### config.mk
export PLATFORM = sky130hd
export DESIGN_NAME = regbank_scan_ctrl_flat
export DESIGN_NICKNAME = d
export VERILOG_FILES = /design/src/rtl/regbank_scan_ctrl_pkg.sv /design/src/rtl/regbank_scan_ctrl_if.sv /design/src/rtl/regbank_scan_ctrl_scan_timer.sv /design/src/rtl/regbank_scan_ctrl.sv /design/src/flat_wrapper.sv
export SDC_FILE = /design/constraint.sdc
export NUM_CORES = 1
export LEC_CHECK = 0
export ABC_AREA = 1
export BUFFER_PORTS_ARGS = -buffer_cell sky130_fd_sc_hd__buf_4
export CAP_MARGIN = 30
export CORE_ASPECT_RATIO = 0.8
export CORE_MARGIN = 1
export CORE_UTILIZATION = 40
export DETAILED_ROUTE_END_ITERATION = 10
export GPL_TIMING_DRIVEN = 0
export PLACE_DENSITY = 0.59
export SLEW_MARGIN = 15
export SYNTH_ARGS = -nofsm -noshare
export SYNTH_HDL_FRONTEND = slang
export SYNTH_SLANG_ARGS = --single-unit
export TNS_END_PERCENT = 100
### constraint.sdc
create_clock -name clk_e -period 2.5 [get_ports clk_e]
set_input_delay 0 -clock clk_e [delete_from_list [all_inputs] [get_ports clk_e]]
set_output_delay 0 -clock clk_e [all_outputs]
set_load 0.03 [all_outputs]
### src/rtl/regbank_scan_ctrl_pkg.sv
// Shared definitions for the display scan scheduler:
// state encodings, digit width and default bank address width.
package regbank_pkg;

   localparam int BCD_W      = 4;
   localparam int ADDR_W_DEF = 3;

   localparam logic [2:0] ST_IDLE  = 3'd0;
   localparam logic [2:0] ST_REQ   = 3'd1;
   localparam logic [2:0] ST_WAIT  = 3'd2;
   localparam logic [2:0] ST_SHOW  = 3'd3;
   localparam logic [2:0] ST_BLANK = 3'd4;

   // At least 2 bits so the "one cycle before done" compare always fits
   function automatic int cnt_w(input int maxc);
      int w;
      w = $clog2(maxc + 1);
      return (w < 2) ? 2 : w;
   endfunction

endpackage

### src/rtl/regbank_scan_ctrl_if.sv
// Register bank read port: request/address out, grant/data back.
// master = scan controller, slave = bank arbiter.
interface regbank_scan_ctrl_if
   import regbank_pkg::*;
#(
   parameter int ADDR_W = ADDR_W_DEF
) ();

   logic              rd_req;
   logic [ADDR_W-1:0] rd_addr;
   logic              rd_gnt;
   logic [BCD_W-1:0]  rd_data;

   modport master (
      output rd_req,
      output rd_addr,
      input  rd_gnt,
      input  rd_data
   );

   modport slave (
      input  rd_req,
      input  rd_addr,
      output rd_gnt,
      output rd_data
   );

endinterface

### src/rtl/regbank_scan_ctrl_scan_timer.sv
// Loadable down-counter; done marks the last cycle of an
// interval loaded with N (the count runs N..1).
module scan_timer #(
   parameter int W = 2
) (
   input  logic         clk_e,
   input  logic         rst,
   input  logic         load,
   input  logic [W-1:0] val,
   output logic [W-1:0] cnt,
   output logic         done
);

   always_ff @(posedge clk_e or negedge rst) begin
      if (!rst) begin
         cnt <= '0;
      end else if (load) begin
         cnt <= val;
      end else if (cnt != '0) begin
         cnt <= cnt - 1'b1;
      end
   end

   assign done = (cnt == W'(1));

endmodule

### src/rtl/regbank_scan_ctrl.sv
// Multiplexed 7-seg scan: read a bank register per digit, show, blank.
// Optional LEADING_ZERO_BLANK_EN darkens leading zero digits.
module regbank_scan_ctrl
   import regbank_pkg::*;
#(
   parameter int NDIG      = 4,
   parameter int ADDR_W    = ADDR_W_DEF,
   parameter int PRESCALE  = 50000,
   parameter int BLANK_CYC = 16,
   parameter int RD_LAT    = 1
) (
   input  logic              clk_e,
   input  logic              rst,
   input  logic              en,
   input  logic [ADDR_W-1:0] base_addr,
   regbank_scan_ctrl_if.master rd,
   output logic [NDIG-1:0]   an,
   output logic [BCD_W-1:0]  bcd,
   output logic              frame_done
);

   localparam int MAX1 = (RD_LAT > PRESCALE) ? RD_LAT : PRESCALE;
   localparam int MAXC = (MAX1 > BLANK_CYC) ? MAX1 : BLANK_CYC;
   localparam int CW   = cnt_w(MAXC);
   localparam int IW   = $clog2(NDIG);

   localparam logic [CW-1:0]   L_RD     = CW'(RD_LAT);
   localparam logic [CW-1:0]   L_SH     = CW'(PRESCALE);
   localparam logic [CW-1:0]   L_BL     = CW'(BLANK_CYC);
   localparam logic [CW-1:0]   C_TWO    = CW'(2);
   localparam logic [IW-1:0]   IDX_LAST = IW'(NDIG - 1);
   localparam logic [NDIG-1:0] AN_OFF   = '1;

   logic [2:0]        st;
   logic [IW-1:0]     idx;
   logic [IW-1:0]     idx_nxt;
   logic [ADDR_W-1:0] base_q;
   logic              ld;
   logic [CW-1:0]     ld_val;
   logic [CW-1:0]     cnt;
   logic              done;
   logic              dark;

   assign idx_nxt = (idx == IDX_LAST) ? '0 : idx + 1'b1;

   scan_timer #(.W(CW)) u_tmr (
      .clk_e (clk_e),
      .rst   (rst),
      .load  (ld),
      .val   (ld_val),
      .cnt   (cnt),
      .done  (done)
   );

   always_comb begin
      ld     = 1'b0;
      ld_val = L_RD;
      unique case (st)
         ST_REQ: begin
            ld     = rd.rd_gnt;
            ld_val = L_RD;
         end
         ST_WAIT: begin
            ld     = done;
            ld_val = L_SH;
         end
         ST_SHOW: begin
            ld     = done;
            ld_val = L_BL;
         end
         default: ;
      endcase
   end

`ifdef LEADING_ZERO_BLANK_EN
   logic lz;
   logic lz_n;

   // Still "all zeros so far" including the digit being latched now
   assign lz_n = ((idx == '0) ? 1'b1 : lz) && (rd.rd_data == '0);
   assign dark = lz_n && (idx != IDX_LAST);

   always_ff @(posedge clk_e or negedge rst) begin
      if (!rst) begin
         lz <= 1'b0;
      end else if (st == ST_WAIT && done) begin
         lz <= lz_n;
      end
   end
`else
   assign dark = 1'b0;
`endif

   always_ff @(posedge clk_e or negedge rst) begin
      if (!rst) begin
         st         <= ST_IDLE;
         idx        <= '0;
         base_q     <= '0;
         an         <= AN_OFF;
         bcd        <= '0;
         rd.rd_req  <= 1'b0;
         rd.rd_addr <= '0;
         frame_done <= 1'b0;
      end else begin
         frame_done <= 1'b0;
         unique case (st)
            ST_IDLE: begin
               an        <= AN_OFF;
               rd.rd_req <= 1'b0;
               if (en) begin
                  st         <= ST_REQ;
                  idx        <= '0;
                  base_q     <= base_addr;
                  rd.rd_addr <= base_addr;
                  rd.rd_req  <= 1'b1;
               end
            end
            ST_REQ: begin
               if (rd.rd_gnt) begin
                  st        <= ST_WAIT;
                  rd.rd_req <= 1'b0;
               end else if (!en) begin
                  st        <= ST_IDLE;
                  rd.rd_req <= 1'b0;
               end
            end
            ST_WAIT: begin
               if (done) begin
                  st  <= ST_SHOW;
                  bcd <= rd.rd_data;
                  an  <= dark ? AN_OFF : ~(NDIG'(1) << idx);
               end
            end
            ST_SHOW: begin
               if (done) begin
                  st         <= ST_BLANK;
                  an         <= AN_OFF;
                  frame_done <= (BLANK_CYC == 1) && (idx == IDX_LAST);
               end
            end
            ST_BLANK: begin
               // Registered pulse lands on the final blank cycle
               if (BLANK_CYC > 1 && cnt == C_TWO && idx == IDX_LAST) begin
                  frame_done <= 1'b1;
               end
               if (done) begin
                  idx <= idx_nxt;
                  if (en) begin
                     st        <= ST_REQ;
                     rd.rd_req <= 1'b1;
                     if (idx_nxt == '0) begin
                        base_q     <= base_addr;
                        rd.rd_addr <= base_addr;
                     end else begin
                        rd.rd_addr <= base_q + ADDR_W'(idx_nxt);
                     end
                  end else begin
                     st <= ST_IDLE;
                  end
               end
            end
            default: st <= ST_IDLE;
         endcase
      end
   end

endmodule

### src/flat_wrapper.sv
// flat-port wrapper written by rule: the top's interface ports become plain ports
module regbank_scan_ctrl_flat import regbank_pkg::*;
#(
   parameter int NDIG      = 4,
   parameter int ADDR_W    = ADDR_W_DEF,
   parameter int PRESCALE  = 50000,
   parameter int BLANK_CYC = 16,
   parameter int RD_LAT    = 1
)
  (clk_e, rst, en, base_addr, an, bcd, frame_done, rd_rd_req, rd_rd_addr, rd_rd_gnt, rd_rd_data);
  regbank_scan_ctrl_if #(.ADDR_W(ADDR_W)) rd_i ();
  input  logic clk_e;
  input  logic rst;
  input  logic en;
  input  logic [ADDR_W-1:0] base_addr;
  output logic [NDIG-1:0] an;
  output logic [BCD_W-1:0] bcd;
  output logic frame_done;
  output wire logic [$bits(rd_i.rd_req)-1:0] rd_rd_req;
  output wire logic [$bits(rd_i.rd_addr)-1:0] rd_rd_addr;
  input wire logic [$bits(rd_i.rd_gnt)-1:0] rd_rd_gnt;
  input wire logic [$bits(rd_i.rd_data)-1:0] rd_rd_data;
  assign rd_rd_req = rd_i.rd_req;
  assign rd_rd_addr = rd_i.rd_addr;
  assign rd_i.rd_gnt = rd_rd_gnt;
  assign rd_i.rd_data = rd_rd_data;
  regbank_scan_ctrl #(.NDIG(NDIG), .ADDR_W(ADDR_W), .PRESCALE(PRESCALE), .BLANK_CYC(BLANK_CYC), .RD_LAT(RD_LAT)) u_core (.clk_e(clk_e), .rst(rst), .en(en), .base_addr(base_addr), .rd(rd_i), .an(an), .bcd(bcd), .frame_done(frame_done));
endmodule
---- After elaboration in Yosys (flattened, before gate mapping) ----
Cells that the tools add are included.
operators by class
  add/sub/neg operators ................... 3
  eq/ne operators ......................... 14
  shift operators ......................... 1
  multiplexer cells ....................... 36
  bitwise gates (word level) .............. 1
  reductions and logical operators ........ 16
operators with widths
  operator                 count
  $mux W3                  13
  $mux W16                 2
  $pmux W16 S2             1
  $eq A16 B1 Y1 const B    1
  $eq A16 B2 Y1 const B    1
  $reduce_bool A16 Y1      1
  $sub A16 B1 Y16 const B  1
  $pmux W3 S5              1
  $pmux W3 S2              2
  $pmux W4 S3              1
  $reduce_and A5 Y1        2
  $mux W1                  8
  $mux W4                  2
  $ne A2 B1 Y1 const B     4
  $reduce_and A4 Y1        2
  $eq A3 B2 Y1 const B     2
  $mux W2                  3
  $reduce_and A3 Y1        2
  $reduce_bool A3 Y1       2
  $ne A2 B2 Y1 const B     2
  $not A4 Y4               1
  $pmux W2 S2              1
  $reduce_bool A2 Y1       2
  $shl A1 B2 Y4 const A    1
  other kinds (13)         13
word-level totals
  bits in registers ....................... 37
  input port bits ......................... 11
  output and inout port bits .............. 13
  logic and storage cells ................. 80

---- Longest topological paths before layout ----
  word-level depth ........................ 7
  depth in mapped cells ................... 9

---- Modules after synthesis ----
Synthesis repeated with hierarchy kept, for this count alone.
second synthesis, totals
  cell total of the unflattened synthesis .. 323
  area total of the unflattened synthesis .. 2403.6 um^2
by module, submodules not included
  module             times used  cells each  area each (um^2)  sequential area each (um^2)
  regbank_scan_ctrl  1           160         1234.9            530.5
  scan_timer         1           163         1168.6            400.4

---- Worst setup path after synthesis ----
OpenSTA, ideal clock, no wires.
  kind .................................... flip-flop to flip-flop
  start point ............................. register u_core.idx[0]
  end point ............................... register u_core.rd.rd_addr[2]
  library setup time ...................... 0.123 ns
  arrival time ............................ 1.557 ns
  required time ........................... 2.377 ns
  setup slack ............................. 0.820 ns
  stages on the path, launching flop included .. 8
  period minus slack after synthesis ...... 1.680 ns
  cells stage by stage .................... dfrtp_1 ha_1 nor2_1 ha_1 fa_1 xor2_1 o21ai_0 o21ai_1
on the way
  word-level cells in the longest chain between the ends .. 7
  elaborated cells on any way between the ends .. 9
RTL lines
  what                                                      line                                                RTL
  start, declared                                           regbank_scan_ctrl.sv:35                             logic [IW-1:0] idx;
  start signal, assigned                                    regbank_scan_ctrl.sv:147                            idx <= idx_nxt;
  $add A2 B1 Y2 / $eq A2 B2 Y1 (equally long branches)      regbank_scan_ctrl.sv:44                             assign idx_nxt = (idx == IDX_LAST) ? '0 : idx + 1'b1;
  $mux W2 (*)                                               regbank_scan_ctrl.sv:44
  $add A3 B2 Y3 / $logic_not A2 Y1 (equally long branches)  regbank_scan_ctrl.sv:155, regbank_scan_ctrl.sv:151
  $mux W3 (*)                                               regbank_scan_ctrl.sv:151                            if (idx_nxt == '0) begin
  $mux W3 (*)                                               regbank_scan_ctrl.sv:148                            if (en) begin
  $mux W3 (*)                                               regbank_scan_ctrl.sv:146                            if (done) begin
  $pmux W3 S2 (*)                                           regbank_scan_ctrl.sv:106                            unique case (st)
  end signal, assigned                                      regbank_scan_ctrl.sv:114                            rd.rd_addr <= base_addr;
  end signal, assigned                                      regbank_scan_ctrl.sv:153                            rd.rd_addr <= base_addr;
  end signal, assigned                                      regbank_scan_ctrl.sv:155                            rd.rd_addr <= base_q + ADDR_W'(idx_nxt);
  end, declared                                             regbank_scan_ctrl_if.sv:16                          output rd_addr,
Every way passes the cells marked *; elsewhere a longest branch is shown, timed or not. The select of a mux whose other input is x is not followed.
A chain may end at the register's enable or synchronous reset.

---- Worst setup path after layout ----
Same ends and word-level chain as after synthesis.

==> results.sh <==
export IMPL_routabilityCongestion=0.783
export IMPL_die_width_um=84.7
export IMPL_cts_htree_levels=2
export IMPL_post_synth_edffs=0
export IMPL_regToRegStartpoint="u_core.idx[0]"
export IMPL_drv_max_cap_violation_count=0
export IMPL_netlist_area_mm2=0.00219
export IMPL_synth_avg_cell_area_um2=8.05
export IMPL_worstPathArrival_ns=2.12
export IMPL_grt_overflow_total=0
export IMPL_postLayoutCellArea_mm2=0.00264
export IMPL_placedCellCount=357
export IMPL_classification_of_the_worst_setup_path="flip-flop to flip-flop"
export IMPL_grt_start_max_net_pins=38
export IMPL_floorplan_die_height_um=68.2
export IMPL_synth_sequential_area_ratio=0.425
export IMPL_worst_clock_skew_ns=0.0109
export IMPL_critical_path_endpoint_type="flip-flop"
export IMPL_tightest_slew_ns=0.496
export IMPL_first_element_of_the_critical_path="u_core.idx[0]"
export IMPL_initial_detailed_routing_violation_count=92
export IMPL_grt_pass1_wl_mm=7.98
export IMPL_layout_worst_path_cycle_share=0.773
export IMPL_timing_hold_violations_final=0
export IMPL_fin_nets=331
export IMPL_routed_wirelength_mm=4.62
export IMPL_clk_pin_slew_ns=0.08
export IMPL_dieArea_mm2=0.00578
export IMPL_p_per_area_mw_per_mm2=461
export IMPL_post_cts_resize_count=0
export IMPL_critical_path_startpoint_type="flip-flop"
export IMPL_synth_nets=293
export IMPL_crit_path_max_fanout=5
export IMPL_numClockSinks=37
export IMPL_required_worst_endpoint_ns=2.68
export IMPL_synth_seq_cells=37
export IMPL_timing_hold_ws_ns=0.148
export IMPL_yosys_cell_types=31
export IMPL_finish_utilization=0.513
export IMPL_r2r_setup_slack_ns=0.57
export IMPL_fillers=503
export IMPL_maxClockFrequency_ghz=0.517
export IMPL_vias=1786
export IMPL_synthToLayoutAreaGrowth_pct=20.6
export IMPL_status="finished clean"
export IMPL_routed_wl_met2_mm=1.82
export IMPL_layout_cells_most_common_list="sky130_fd_sc_hd__nand2_1, sky130_fd_sc_hd__dfrtp_1, sky130_fd_sc_hd__inv_1"
export IMPL_layout_commonest_cell="sky130_fd_sc_hd__nand2_1"
export IMPL_postSynthCellCount=272
export IMPL_p_leak_nw=1.29
export IMPL_core_rowCount=23
export IMPL_max_slew_margin_rel=0.668
export IMPL_clk_insertion_delay_late_ns=0.31
export IMPL_number_of_antenna_violations_at_the_first_check_in_global_routing=0
export IMPL_place_detailed_hpwl_mm=3.35
export IMPL_post_cts_setup_buffer_count=0
export IMPL_fin_cells=373
export IMPL_ys_dominant_reg_cell="sky130_fd_sc_hd__dfrtp_1"
export IMPL_worst_hold_path_endpoint="u_core.st[0]"
export IMPL_slew_violations=0
export IMPL_dr_pass1_iterations=6
export IMPL_cts_buffer_depth=2
export IMPL_routed_wire_length_per_instance_um=12.4
export IMPL_worst_min_delay_path_class="primary input to flip-flop"
export IMPL_layout_drive_gt1_share=0.206
export IMPL_worst_r2r_endpoint="u_core.rd.rd_addr[2]"
export IMPL_maxUsedRoutingLayer="met4"
export IMPL_rsz0062_at_grt="no"
export IMPL_io_port_bufs=23
export IMPL_worst_hold_path_num_cells=6
export IMPL_synth_warning_count=0
export IMPL_core_region_area_mm2=0.00515
export IMPL_pin_count=24
export IMPL_reg2regPathDepth=7
export IMPL_number_of_global_route_vias_before_repair=1719
export IMPL_grt_usage=0.184
export IMPL_antenna_cells=0
export IMPL_viasPerCell=4.79
export IMPL_final_period_minus_worst_setup_slack_ns=1.93
export IMPL_setup_viol=0
export IMPL_cts_tree="yes"
export IMPL_wl_met3_um=196
export IMPL_dpl_cell_area_mm2=0.00244
export IMPL_clockRootBuffer="sky130_fd_sc_hd__clkbuf_8"
export IMPL_cts_inserted_buffers=5
export IMPL_final_antenna_net_count=0
export IMPL_initial_core_util=0.425
export IMPL_fin_tns_setup_ns=0
export IMPL_m1WireLength_mm=2.57
export IMPL_remaining_drc_errors=0
export IMPL_peakVddDrop_v=0.000287
export IMPL_timing_hold_worst_start="rd_rd_gnt"
export IMPL_async_flop_share=1.00
==> cells by family after synthesis <==
kind of cell | after synthesis | synth area share
xor gates and xnor gates | 6 | 0.0240
buffers and inverters | 37 | 0.0668
and+or+nand+nor | 144 | 0.324
DFF | 37 | 0.425
AOI/OAI and AO/OA | 38 | 0.0994
adders and majority gates | 10 | 0.0605
==> timing repair <==
action / CTS / global route
hold endpoints to repair: 40 / 0
setup endpoints to repair: 0 / 0
hold buffers: 8 / 0
==> report_power, final <==
part | switching, mW | leakage (nW) | internal [mW]
sequential | 0.00192 | 0.437 | 0.602
clock | 0.236 | 0.0574 | 0.325
combinational | 0.0291 | 0.794 | 0.0259
==> area by class of cell <==
cell class / instances / area (um^2) / share of cell area
Buffer: 1 / 11.3 / 0.00426
Clock buffer: 6 / 82.6 / 0.0313
Clock inverter: 2 / 37.5 / 0.0142
Inverter: 36 / 135 / 0.0512
Multi-Input combinational cell: 198 / 1110 / 0.422
Sequential cell: 37 / 931 / 0.352
Tap cell: 62 / 77.6 / 0.0294
Timing Repair Buffer: 31 / 253 / 0.0957
==> worst max-delay path, stage by stage, from the launching register on <==
cell and delay [ns]:
sky130_fd_sc_hd__dfrtp_1 0.43, sky130_fd_sc_hd__ha_1 0.24, sky130_fd_sc_hd__nor2_1 0.08, sky130_fd_sc_hd__ha_1 0.19, sky130_fd_sc_hd__fa_1 0.38, sky130_fd_sc_hd__xor2_1 0.17
sky130_fd_sc_hd__o21ai_0 0.21, sky130_fd_sc_hd__o21ai_1 0.10
==> sequential cells by signal (all words and copies together) (netlist names) <==
register           cells
u_core.an              4
u_core.frame_done      1
u_core.st              3
u_core.base_q          3
u_core.rd.rd_req       1
u_core.bcd             4
u_core.rd.rd_addr      3
u_core.idx             2
u_core.u_tmr.cnt      16
==> per-layer routing <==
metal | vias to the layer above | global-route usage
li1 | 949 | -
met2 | 35 | 0.270
met4 | 0 | 0.0826
met3 | 2 | 0.0398
met1 | 800 | 0.261
met5 | - | 0
==> worst max path at each step <==
stage,end,depth (start not counted)
6_report,u_core.rd.rd_addr[2],7
5_1_grt,u_core.rd.rd_addr[2],7
4_1_cts,u_core.rd.rd_addr[2],7
3_5_place_dp,u_core.rd.rd_addr[2],7
3_3_place_gp,u_core.rd.rd_addr[2],7
2_1_floorplan,u_core.rd.rd_addr[2],7
==> stage by stage <==
stage | power [mW] | setup slack, ns
global placement | 0.661 | 0.583
global route | 1.26 | 0.389
CTS | 1.23 | 0.528
floorplan | 0.630 | 0.820
detailed placement | 0.661 | 0.562
finish | 1.22 | 0.567
==> Yosys cell counts, types with 2 or more instances <==
library cell,count,area [um^2]
sky130_fd_sc_hd__nand2_1,68,255
sky130_fd_sc_hd__dfrtp_1,33,826
sky130_fd_sc_hd__inv_1,32,120
sky130_fd_sc_hd__nor2_1,30,113
sky130_fd_sc_hd__o21ai_0,14,70.1
sky130_fd_sc_hd__a21oi_1,10,50.1
sky130_fd_sc_hd__ha_1,9,113
sky130_fd_sc_hd__nand4_1,9,56.3
sky130_fd_sc_hd__o21ai_1,7,35.0
sky130_fd_sc_hd__nand2_2,6,37.5
sky130_fd_sc_hd__nand3_1,6,30.0
sky130_fd_sc_hd__nor2_2,5,31.3
sky130_fd_sc_hd__nor2_4,5,56.3
sky130_fd_sc_hd__nor3_1,5,25.0
sky130_fd_sc_hd__xor2_1,5,43.8
sky130_fd_sc_hd__dfstp_2,4,105
sky130_fd_sc_hd__inv_2,4,15.0
sky130_fd_sc_hd__nand3b_1,3,22.5
sky130_fd_sc_hd__o21a_1,3,22.5
sky130_fd_sc_hd__a21oi_2,2,17.5
sky130_fd_sc_hd__nand2_4,2,22.5
Power figures use the tool's default switching activity.
